[src/rtl/tone_pkg.sv]
// Shared types and constants for the tone arbiter and its millisecond prescaler.
// Note constants are in Hz and match the default frequency width.
package tone_pkg;

  typedef enum logic [1:0] {
    ST_IDLE = 2'd0,
    ST_TONE = 2'd1,
    ST_GAP  = 2'd2
  } tone_state_t;

  localparam int DEF_NUM_REQ   = 3;
  localparam int DEF_FREQ_BITS = 10;
  localparam int DEF_DUR_BITS  = 10;
  localparam int DEF_GAP_BITS  = 8;
  localparam int TPM_BITS      = 6;

  localparam logic [DEF_FREQ_BITS-1:0] NOTE_REST = 10'd0;
  localparam logic [DEF_FREQ_BITS-1:0] NOTE_G3   = 10'd196;
  localparam logic [DEF_FREQ_BITS-1:0] NOTE_A3   = 10'd220;
  localparam logic [DEF_FREQ_BITS-1:0] NOTE_C4   = 10'd262;
  localparam logic [DEF_FREQ_BITS-1:0] NOTE_D4   = 10'd294;
  localparam logic [DEF_FREQ_BITS-1:0] NOTE_E4   = 10'd330;
  localparam logic [DEF_FREQ_BITS-1:0] NOTE_F4   = 10'd349;
  localparam logic [DEF_FREQ_BITS-1:0] NOTE_G4   = 10'd392;
  localparam logic [DEF_FREQ_BITS-1:0] NOTE_A4   = 10'd440;
  localparam logic [DEF_FREQ_BITS-1:0] NOTE_B4   = 10'd494;
  localparam logic [DEF_FREQ_BITS-1:0] NOTE_C5   = 10'd523;
  localparam logic [DEF_FREQ_BITS-1:0] NOTE_D5   = 10'd587;
  localparam logic [DEF_FREQ_BITS-1:0] NOTE_E5   = 10'd659;
  localparam logic [DEF_FREQ_BITS-1:0] NOTE_G5   = 10'd784;

  // A programmed period of 0 behaves like 1 so the prescaler always advances.
  function automatic logic [TPM_BITS-1:0] eff_tpm(input logic [TPM_BITS-1:0] tpm);
    return (tpm < TPM_BITS'(2)) ? TPM_BITS'(1) : tpm;
  endfunction

endpackage

[src/rtl/milli_prescaler.sv]
// Divides the system clock down to a one-cycle millisecond strobe.
// The period is latched on clear and on each wrap, so a new rate applies from the next wrap.
module milli_prescaler
  import tone_pkg::*;
(
  input  logic                clk,
  input  logic                rst_n,
  input  logic                clear,
  input  logic                ena,
  input  logic [TPM_BITS-1:0] ticks_per_milli,
  output logic                milli
);

  logic [TPM_BITS-1:0] cnt;
  logic [TPM_BITS-1:0] period;

  assign milli = ena && (cnt == (period - TPM_BITS'(1)));

  always_ff @(posedge clk or negedge rst_n) begin
    if (!rst_n) begin
      cnt    <= '0;
      period <= TPM_BITS'(1);
    end else if (clear) begin
      cnt    <= '0;
      period <= eff_tpm(ticks_per_milli);
    end else if (ena) begin
      if (milli) begin
        cnt    <= '0;
        period <= eff_tpm(ticks_per_milli);
      end else begin
        cnt <= cnt + TPM_BITS'(1);
      end
    end
  end

endmodule

[src/rtl/tone_arbiter.sv]
// Fixed-priority arbiter sharing one tone generator among NUM_REQ note requesters.
// Define TONE_ARB_PREEMPT_EN to let a higher-priority request abort the note in progress.
module tone_arbiter
  import tone_pkg::*;
#(
  parameter int NUM_REQ   = DEF_NUM_REQ,
  parameter int FREQ_BITS = DEF_FREQ_BITS,
  parameter int DUR_BITS  = DEF_DUR_BITS,
  parameter int GAP_BITS  = DEF_GAP_BITS,
  parameter int ID_BITS   = $clog2(NUM_REQ)
) (
  input  logic                          clk,
  input  logic                          rst_n,
  input  logic [TPM_BITS-1:0]           ticks_per_milli,
  input  logic [NUM_REQ-1:0]            req_valid,
  input  logic [NUM_REQ*FREQ_BITS-1:0]  req_freq,
  input  logic [NUM_REQ*DUR_BITS-1:0]   req_dur,
  input  logic [NUM_REQ*GAP_BITS-1:0]   req_gap,
  output logic [NUM_REQ-1:0]            req_ready,
  output logic [NUM_REQ-1:0]            done,
  output logic [NUM_REQ-1:0]            abort,
  output logic [FREQ_BITS-1:0]          freq,
  output logic                          busy,
  output logic [ID_BITS-1:0]            owner
);

  localparam int CNT_BITS = (DUR_BITS > GAP_BITS) ? DUR_BITS : GAP_BITS;

  tone_state_t         state, state_n;
  logic [FREQ_BITS-1:0] freq_n;
  logic [ID_BITS-1:0]   owner_n;
  logic [NUM_REQ-1:0]   done_n;
  logic [CNT_BITS-1:0]  ms_cnt, ms_n;
  logic [DUR_BITS-1:0]  cap_dur, dur_n;
  logic [GAP_BITS-1:0]  cap_gap, gap_n;

  logic                 any_valid;
  logic [ID_BITS-1:0]   pick;
  logic [FREQ_BITS-1:0] sel_freq;
  logic [DUR_BITS-1:0]  sel_dur;
  logic [GAP_BITS-1:0]  sel_gap;
  logic                 load;
  logic                 presc_clear;
  logic                 milli;
  logic                 dur_last;
  logic                 gap_last;

  // Lowest index wins: scan downwards so the last hit is the highest priority.
  always_comb begin
    any_valid = 1'b0;
    pick      = '0;
    for (int i = NUM_REQ - 1; i >= 0; i--) begin
      if (req_valid[i]) begin
        any_valid = 1'b1;
        pick      = ID_BITS'(i);
      end
    end
  end

  assign sel_freq = req_freq[pick*FREQ_BITS +: FREQ_BITS];
  assign sel_dur  = req_dur[pick*DUR_BITS +: DUR_BITS];
  assign sel_gap  = req_gap[pick*GAP_BITS +: GAP_BITS];

  assign dur_last = (ms_cnt == (CNT_BITS'(cap_dur) - CNT_BITS'(1)));
  assign gap_last = (ms_cnt == (CNT_BITS'(cap_gap) - CNT_BITS'(1)));
  assign busy     = (state != ST_IDLE);

  milli_prescaler u_presc (
    .clk             (clk),
    .rst_n           (rst_n),
    .clear           (presc_clear),
    .ena             (busy),
    .ticks_per_milli (ticks_per_milli),
    .milli           (milli)
  );

  always_comb begin
    state_n     = state;
    freq_n      = freq;
    owner_n     = owner;
    done_n      = '0;
    ms_n        = ms_cnt;
    dur_n       = cap_dur;
    gap_n       = cap_gap;
    load        = 1'b0;
    presc_clear = 1'b0;
    req_ready   = '0;
    abort       = '0;

    case (state)
      ST_IDLE: begin
        presc_clear = 1'b1;
        ms_n        = '0;
        freq_n      = '0;
        load        = any_valid;
      end
      ST_TONE: begin
        if (milli) begin
          if (dur_last) begin
            ms_n   = '0;
            freq_n = '0;
            if (cap_gap == '0) begin
              state_n       = ST_IDLE;
              done_n[owner] = 1'b1;
            end else begin
              state_n = ST_GAP;
            end
          end else begin
            ms_n = ms_cnt + CNT_BITS'(1);
          end
        end
      end
      ST_GAP: begin
        freq_n = '0;
        if (milli) begin
          if (gap_last) begin
            ms_n          = '0;
            state_n       = ST_IDLE;
            done_n[owner] = 1'b1;
          end else begin
            ms_n = ms_cnt + CNT_BITS'(1);
          end
        end
      end
      default: begin
        state_n = ST_IDLE;
        freq_n  = '0;
      end
    endcase

`ifdef TONE_ARB_PREEMPT_EN
    // A strictly higher-priority request takes over without an IDLE cycle.
    if (busy && any_valid && (pick < owner)) begin
      abort[owner] = 1'b1;
      load         = 1'b1;
    end
`endif

    // Accepting a note overrides whatever the running note would have done.
    if (load) begin
      req_ready[pick] = 1'b1;
      owner_n         = pick;
      dur_n           = sel_dur;
      gap_n           = sel_gap;
      ms_n            = '0;
      presc_clear     = 1'b1;
      done_n          = '0;
      if (sel_dur != '0) begin
        state_n = ST_TONE;
        freq_n  = sel_freq;
      end else if (sel_gap != '0) begin
        state_n = ST_GAP;
        freq_n  = '0;
      end else begin
        state_n      = ST_IDLE;
        freq_n       = '0;
        done_n[pick] = 1'b1;
      end
    end
  end

  always_ff @(posedge clk or negedge rst_n) begin
    if (!rst_n) begin
      state   <= ST_IDLE;
      freq    <= '0;
      owner   <= '0;
      done    <= '0;
      ms_cnt  <= '0;
      cap_dur <= '0;
      cap_gap <= '0;
    end else begin
      state   <= state_n;
      freq    <= freq_n;
      owner   <= owner_n;
      done    <= done_n;
      ms_cnt  <= ms_n;
      cap_dur <= dur_n;
      cap_gap <= gap_n;
    end
  end

endmodule
[config.mk]
export PLATFORM = sky130hd
export DESIGN_NAME = tone_arbiter
export DESIGN_NICKNAME = d
export VERILOG_FILES = /design/src/rtl/tone_pkg.sv /design/src/rtl/milli_prescaler.sv /design/src/rtl/tone_arbiter.sv
export SDC_FILE = /design/constraint.sdc
export NUM_CORES = 1
export LEC_CHECK = 0
export BUFFER_PORTS_ARGS = -buffer_cell sky130_fd_sc_hd__buf_2
export CAP_MARGIN = 20
export CORE_ASPECT_RATIO = 0.75
export CORE_MARGIN = 3
export CORE_UTILIZATION = 45
export CTS_CLUSTER_DIAMETER = 80
export CTS_CLUSTER_SIZE = 12
export DETAILED_ROUTE_END_ITERATION = 8
export GPL_TIMING_DRIVEN = 0
export HOLD_SLACK_MARGIN = 0.06
export PLACE_DENSITY = 0.82
export SETUP_SLACK_MARGIN = 0.5
export SLEW_MARGIN = 20
export SYNTH_ARGS = -nofsm -noshare
export SYNTH_HDL_FRONTEND = slang
export SYNTH_SLANG_ARGS = --single-unit
[constraint.sdc]
create_clock -name clk -period 5.8 [get_ports clk]
set_input_delay 0.58 -clock clk [delete_from_list [all_inputs] [get_ports clk]]
set_output_delay 0.58 -clock clk [all_outputs]
set_load 0.05 [all_outputs]
==> flow_metrics.env <==
export IMPL_cts_buffer_depth=2
export IMPL_syn_mean_instance_area_um2=8.79
export IMPL_vdd_drop_max_v=0.000188
export IMPL_synth_most_common_cell="nand2_1"
export IMPL_final_nets=691
export IMPL_post_cts_buffers=0
export IMPL_fin_ws_ns=2.36
export IMPL_critPathRequiredTime_ns=5.22
export IMPL_r2r_end="freq[9]$_DFFE_PN0P_"
export IMPL_worstSetupStartpointType="input pin"
export IMPL_fin_tns_setup_ns=0
export IMPL_drtIter0Drc=292
export IMPL_vias=3996
export IMPL_drt_antenna_violating_nets=0
export IMPL_ioPinCount=117
export IMPL_cts_buffers_inserted=9
export IMPL_worst_slew_pin_transition_ns=1.08
export IMPL_seq_area_frac_synth_pct=35.2
export IMPL_yosys_warnings=0
export IMPL_grt_max_degree=58
export IMPL_grt_pass1_wl_um=17400
export IMPL_syn_to_final_growth_pct=25.1
export IMPL_min_period_ns=3.44
export IMPL_r2r_slack_ns=2.42
export IMPL_ctsResizeCount=0
export IMPL_dp_hpwl_um=8450
export IMPL_place_ws_ns=2.10
export IMPL_async_flop_share_pct=100
export IMPL_ys_flop_type="dfrtp_1"
export IMPL_rsz0062_at_grt="false"
export IMPL_num_rows=29
export IMPL_clk_pin_slew_ns=0.05
export IMPL_grt_overflow=0
export IMPL_setup_viol_count_final=0
export IMPL_status="finished, final reports clean"
export IMPL_critPathArrivalTime_ns=2.86
export IMPL_skew_ns=0.0103
export IMPL_finalWeightedCongestion=0.930
export IMPL_max_freq_mhz=291
export IMPL_hold_class="in -> async"
export IMPL_ys_seq_elements=57
export IMPL_total_power_uw=1510
export IMPL_holdBufCountCts=0
export IMPL_r2r_cells=9
export IMPL_cp_startpoint="req_valid[1]"
export IMPL_first_pass_iters=5
export IMPL_worstPathMaxFanout=10
export IMPL_cts_root_buf="clkbuf_16"
export IMPL_cts_tree="done"
export IMPL_synth_edff_count=0
export IMPL_p_per_area_mw_per_mm2=298
export IMPL_drt_wl_total_um=11100
export IMPL_synth_area_mm2=0.00405
export IMPL_dieArea_mm2=0.0102
export IMPL_timing_final_crit_share_pct=59.3
export IMPL_die_h_um=88.2
export IMPL_diodes=0
export IMPL_slew_limit_headroom_pct=27.7
export IMPL_synth_top_cells_by_count="nand2_1, dfrtp_1, o21ai_0"
export IMPL_track_usage_pct=21.4
export IMPL_crit_type="in -> out"
export IMPL_drive_gt1_share_pct=27.9
export IMPL_drc_errors=0
export IMPL_wl_per_cell_um=15.9
export IMPL_drv_slew=0
export IMPL_fp_dieW_um=116
export IMPL_antenna_found_initial=0
export IMPL_initial_utilization_pct=47.1
export IMPL_io_buffers=113
export IMPL_h_tree_depth=3
export IMPL_cp_end_kind="primary output"
export IMPL_synth_cell_types=66
export IMPL_coreArea_mm2=0.00860
export IMPL_vias_per_cell=5.71
export IMPL_yosys_area_top_type="dfrtp_1"
export IMPL_cap_viol_max_count=0
export IMPL_first_global_vias=3750
export IMPL_clock_sinks=57
export IMPL_p_leak_uw=0.00242
export IMPL_hold_viol=0
export IMPL_synth_top_area_share_pct=34.6
export IMPL_worstSkewPairLatency_ns=0.33
export IMPL_ys_top_cells_by_area="dfrtp_1, mux2i_1, nand2_1"
export IMPL_r2r_start="cap_dur[0]$_DFFE_PN0P_"
export IMPL_synth_cells=461
## how the worst max path moves through the flow
stage | end | slack (ns) | cells after the start
2_1_floorplan | ms_cnt[8]$_DFFE_PN0P_ | 2.94 | 9
3_3_place_gp | state[0]$_DFFE_PN0P_ | 2.18 | 10
3_5_place_dp | state[0]$_DFFE_PN0P_ | 2.10 | 10
4_1_cts | req_ready[1] | 2.35 | 8
5_1_grt | freq[4]$_DFFE_PN0P_ | 2.11 | 9
6_report | req_ready[1] | 2.36 | 8
## cells in the final DEF (no fill, tap or decap), types with 6 or more instances in the layout
master,netlist,routed
ha_1,9,9
buf_2,4,116
xor2_1,13,13
o211ai_1,8,8
a21oi_1,12,12
clkbuf_16,0,9
o21ai_0,40,40
clkbuf_1,15,16
nand2b_1,6,6
nand3_1,11,11
nor3_1,14,14
mux2i_1,30,30
nor2b_1,6,6
nand2_1,59,59
mux2_2,18,18
dfrtp_1,56,56
nor2_1,24,24
inv_1,21,21
xnor2_1,16,16
a22o_1,10,10
nor4_1,8,8
## power breakdown
| part | switching [uW] | leakage [uW] | internal [uW] |
|---|---|---|---|
| clock | 184 | 0.000149 | 355 |
| combinational | 224 | 0.00154 | 205 |
| sequential | 81.9 | 0.000732 | 460 |
| total | 490 | 0.00242 | 1020 |
## registers in the layout, summed over array words and instances (netlist names)
register / cells
cap_gap: 8
ms_cnt: 10
owner: 2
u_presc.period: 6
u_presc.cnt: 6
done: 3
cap_dur: 10
freq: 10
state: 2
## worst max-delay path, stage by stage
cell and delay (ns):
buf_2 0.11, nor2b_1 0.33, buf_2 0.35, buf_2 0.35, buf_1 0.59, nand2_1 0.19
inv_1 0.08, buf_2 0.26
## metal layers
layer | global-route usage (%) | up-vias | part of all wire [%] | wire length [um]
li1 | - | 1914 | - | -
met1 | 28.9 | 1907 | 45 | 4970
met2 | 34.9 | 163 | 47 | 5220
met3 | 5.32 | 12 | 7.4 | 819
met4 | 5.44 | 0 | 0.92 | 102
met5 | 0 | - | 0 | 0
## final cells by class
type,count,area [um^2]
Timing Repair Buffer,113,568
Clock buffer,12,256
Clock inverter,4,51.3
Tap cell,108,135
Inverter,21,78.8
Fill cell,739,3530
Multi-Input combinational cell,358,2430
Sequential cell,57,1430
Buffer,27,125
## logic make-up after synthesis
group           share of synthesized area, %
simple gates                            20.1
compound gates                          18.1
flops                                   35.2
mux                                     12.4
buf+inv                                 5.03
xor+xnor                                6.27
fa+ha+maj                               2.78
other cells                           0.0926
## per-stage QoR
step	utilization (%)	hold slack, ns	cells	area [um^2]
3_5_place_dp	55.4	0.477	684	4760
2_1_floorplan	-	0.284	463	4060
6_report	59.0	0.308	700	5070
4_1_cts	59.0	0.339	700	5070
3_3_place_gp	55.3	0.480	684	4760
5_1_grt	59.0	0.375	700	5070
(Power assumes the default switching activity.)
